==> config.mk <==
export PLATFORM = sky130hd
export DESIGN_NAME = fp_mc_ctrl
export DESIGN_NICKNAME = d
export VERILOG_FILES = /design/src/rtl/fp_mc_ctrl.sv
export SDC_FILE = /design/constraint.sdc
export NUM_CORES = 1
export LEC_CHECK = 0
export ABC_AREA = 1
export CAP_MARGIN = 20
export CORE_AREA = 2 2 50 52
export CTS_BUF_LIST = sky130_fd_sc_hd__clkbuf_4 sky130_fd_sc_hd__clkbuf_8 sky130_fd_sc_hd__clkbuf_16
export CTS_CLUSTER_DIAMETER = 150
export DETAILED_ROUTE_END_ITERATION = 6
export DIE_AREA = 0 0 52 54
export HOLD_SLACK_MARGIN = 0.03
export PLACE_DENSITY = 0.75
export SYNTH_ARGS = -nofsm -noshare
export SYNTH_HDL_FRONTEND = slang
export SYNTH_SLANG_ARGS = --single-unit
==> constraint.sdc <==
create_clock -name clk -period 1.6 [get_ports clk]
set_input_delay 0.32 -clock clk [delete_from_list [all_inputs] [get_ports clk]]
set_output_delay 0.32 -clock clk [all_outputs]
set_load 0.05 [all_outputs]
==> src/rtl/fp_mc_ctrl.sv <==
`default_nettype none
// ============================================================================
// fp_mc_ctrl : FP execution-unit issue/sequencing controller (latency counter)
// Rev 1.0
// ============================================================================
module fp_mc_ctrl #(
    parameter int unsigned ADD_LAT = 2,
    parameter int unsigned MUL_LAT = 3,
    parameter int unsigned CVT_LAT = 2,
    parameter int unsigned DIV_LAT = 16
) (
    input  logic       clk,
    input  logic       rst,
    input  logic       issue_valid,
    input  logic [3:0] issue_op,
    input  logic [4:0] issue_rd,
    input  logic       issue_fp_we,
    input  logic       issue_int_we,
    input  logic       flush,
    output logic       issue_ready,
    output logic       stall,
    output logic       start,
    output logic [3:0] unit_op,
    output logic       busy,
    output logic       wb_valid,
    output logic [4:0] wb_rd,
    output logic       wb_fp_we,
    output logic       wb_int_we
);

    typedef enum logic [1:0] {
        IDLE = 2'd0,
        EXEC = 2'd1,
        DONE = 2'd2
    } state_t;

    state_t     state, state_n;
    logic [4:0] cnt, cnt_n;
    logic [4:0] lat;
    logic       accept;
    logic       lat_fp_we, lat_int_we;

    always_comb begin
        lat = 5'd1;
        case (issue_op)
            4'b0000, 4'b0001: lat = 5'(ADD_LAT);
            4'b0010:          lat = 5'(MUL_LAT);
            4'b1101, 4'b1110: lat = 5'(CVT_LAT);
            4'b1111:          lat = 5'(DIV_LAT);
            default:          lat = 5'd1;
        endcase
    end

    assign issue_ready = (state == IDLE || state == DONE) && !rst && !flush;
    assign accept      = issue_valid && issue_ready;
    assign stall       = issue_valid && !issue_ready;

    always_comb begin
        state_n = state;
        cnt_n   = cnt;
        case (state)
            IDLE: state_n = IDLE;
            EXEC: begin
                cnt_n = cnt - 5'd1;
                if (cnt == 5'd1) state_n = DONE;
            end
            DONE:    state_n = IDLE;
            default: state_n = IDLE;
        endcase
        // A DONE-cycle accept overrides the return to IDLE (back-to-back issue)
        if (accept) begin
            if (lat == 5'd1) begin
                state_n = DONE;
                cnt_n   = 5'd0;
            end else begin
                state_n = EXEC;
                cnt_n   = lat - 5'd1;
            end
        end
        if (flush) begin
            state_n = IDLE;
            cnt_n   = 5'd0;
        end
    end

    always_ff @(posedge clk) begin
        if (rst) begin
            state      <= IDLE;
            cnt        <= 5'd0;
            start      <= 1'b0;
            unit_op    <= 4'd0;
            wb_rd      <= 5'd0;
            lat_fp_we  <= 1'b0;
            lat_int_we <= 1'b0;
        end else begin
            state <= state_n;
            cnt   <= cnt_n;
            start <= accept;
            if (accept) begin
                unit_op    <= issue_op;
                wb_rd      <= issue_rd;
                lat_fp_we  <= issue_fp_we;
                lat_int_we <= issue_int_we;
            end
        end
    end

    assign busy      = (state != IDLE);
    assign wb_valid  = (state == DONE);
    assign wb_fp_we  = wb_valid && lat_fp_we;
    assign wb_int_we = wb_valid && lat_int_we;

endmodule
`default_nettype wire

==> flow_metrics.env <==
export IMPL_area_growth_pct=51.0
export IMPL_synth_distinct_cells=22
export IMPL_final_period_utilization=0.963
export IMPL_crit_chain="clkdlybuf4s50_1 -> inv_1 -> nor2_2 -> buf_12"
export IMPL_cts_buffers=3
export IMPL_grt_pass1_wl_um=3540
export IMPL_criticalPathCategory="in2out"
export IMPL_drc_errors=0
export IMPL_synthCells=140
export IMPL_max_slew_margin=0.816
export IMPL_final_common_cell="nand2_1"
export IMPL_vdd_ir_drop_max_mv=0.552
export IMPL_leakagePower_nw=0.712
export IMPL_grt_usage=0.166
export IMPL_critPathCaptureType="output pin"
export IMPL_yosysSeqAreaShare=0.395
export IMPL_setup_violations=0
export IMPL_worstMarginPinSlew_ns=0.275
export IMPL_core_area_um2=2320
export IMPL_place_congestion=0.765
export IMPL_worst_path_buf_inv=3
export IMPL_cts_tree="done"
export IMPL_worstSetupStartpointType="input pin"
export IMPL_clkSinkCount=19
export IMPL_yosys_warnings=0
export IMPL_insertion_delay_ns=0.30
export IMPL_path_clk_slew_ns=0.11
export IMPL_max_freq_ghz=0.649
export IMPL_final_cells=213
export IMPL_io_buffers=30
export IMPL_p_per_area_nw_per_um2=670
export IMPL_gr_total_overflow=0
export IMPL_status="finished, final reports clean"
export IMPL_post_route_min_period_ns=1.54
export IMPL_placed_cells=207
export IMPL_fin_area_um2=1460
export IMPL_critPathMaxStageDelay_ns=0.53
export IMPL_die_area_um2=2810
export IMPL_antenna_cells=0
export IMPL_power_uw=974
export IMPL_cts_root_buf="clkbuf_4"
export IMPL_finClkSkew_ns=0.00492
export IMPL_hold_viol=0
export IMPL_rows=18
export IMPL_dpl_instance_area_um2=1390
export IMPL_fp_dieH_um=54
export IMPL_initial_core_util=0.415
export IMPL_cp_arrival_ns=1.22
export IMPL_drt_wl_total_um=2280
export IMPL_netlist_area_um2=963
export IMPL_h_tree_depth=1
export IMPL_cp_top_family="buffers and inverters"
export IMPL_syn_nets=159
export IMPL_drtAntennaViolNets=0
export IMPL_drv_cap=0
export IMPL_hold_path_class="in2reg"
export IMPL_drt_iter0_markers=24
export IMPL_rsz0062_at_grt="false"
export IMPL_place_hpwl_um=1790
export IMPL_ioPinCount=31
export IMPL_slowest_stage="clkdlybuf4s50_1"
export IMPL_synth_seq_cells=19
export IMPL_grt_max_degree=13
export IMPL_cts_buffer_depth=2
export IMPL_path_max_fanout=2
export IMPL_hold_slack_ns=0.347
export IMPL_drive_above_1_share=0.230
export IMPL_final_cell_mix="nand2_1, inv_1, buf_4, dfxtp_1, a21oi_1"
export IMPL_first_pass_iters=4
export IMPL_layout_nets=203
export IMPL_vias=997
export IMPL_utilization=0.627
export IMPL_slew_viol_final=0
export IMPL_grt_pass1_vias=881
export IMPL_cts_hold_buf=0
export IMPL_synth_area_per_cell_um2=6.88
export IMPL_nFillCells=205
export IMPL_wl_per_cell_um=10.7
export IMPL_die_w_um=52
export IMPL_antenna_found_initial=0
export IMPL_crit_required_ns=1.28
export IMPL_via_per_inst=4.68
==> synthesized netlist by cell type (all sizes together) <==
cell | instances | area (um^2)
ha | 4 | 50.1
dfxtp | 19 | 380
buf | 2 | 22.5
nand3 | 9 | 57.6
a21oi | 10 | 50.1
nor3 | 3 | 15.0
o21ai | 5 | 25.0
and2 | 1 | 6.26
o22ai | 1 | 6.26
nand2 | 45 | 171
inv | 24 | 90.1
nand4 | 1 | 6.26
clkbuf | 1 | 3.75
or2 | 1 | 6.26
xor2 | 1 | 8.76
a211oi | 2 | 15.0
nor2 | 11 | 48.8
==> layer usage <==
layer	global-route usage	wire, um	up-vias
li1	-	-	519
met1	0.183	965	454
met2	0.316	1200	22
met3	0.0250	107	2
met4	0.0702	4	0
met5	0	0	-
==> kinds of logic (layout without fill, tap and decap cells) <==
family,count (synthesis),count (layout),synth area share
flops,19,19,0.395
xor+xnor,1,1,0.00909
buf+inv,27,70,0.121
fa+ha+maj,4,4,0.0520
compound gates,18,18,0.100
simple gates,71,71,0.323
==> registers in the layout, indices dropped and copies added (netlist names) <==
signal      cells
start           1
cnt             5
lat_int_we      1
lat_fp_we       1
unit_op         4
wb_rd           5
state           2
==> area by class of cell <==
type,count,area (um^2),area share
clock buffer,3,22.5,0.0155
timing repair buffer,42,430,0.296
clock inverter,1,5.00,0.00344
multi-input combinational,94,489,0.336
sequential,19,380,0.261
inverter,24,90.1,0.0619
tap,30,37.5,0.0258
==> per-stage QoR <==
stage	setup slack [ns]	TNS (ns)
floorplan	-0.162	-0.426
global placement	-0.302	-1.64
detailed placement	-0.404	-2.04
CTS	-0.00829	-0.0110
global route	0.00717	0
finish	0.0586	0
==> tightest hold or removal path, delay by kind of cell <==
kind | cells | cell delay (ns)
buffers and inverters | 1 | 0.15
AOI/OAI and AO/OA | 1 | 0.05
and+or+nand+nor | 1 | 0.08
==> repair_timing <==
action | CTS | global route
setup buffers | 1 | 1
setup endpoints to repair | 5 | 5
pin swaps | 2 | 2
gates resized for setup | 4 | 9
==> where the power goes <==
part	internal [mW]	switching (mW)
logic	0.105	0.130
clock network	0.0931	0.151
registers	0.487	0.00799
total	0.686	0.289
==> worst paths after layout <==
kind	startpoint	cells past startpoint	slack [ns]	endpoint
max	issue_valid	4	0.06	stall
min	issue_op[2]	3	0.35	unit_op[2]
max reg2reg	state[0]	8	0.34	cnt[0]
min reg2reg	wb_rd[3]	2	0.47	wb_rd[3]
Note: power is estimated with default switching activity, not from simulation.
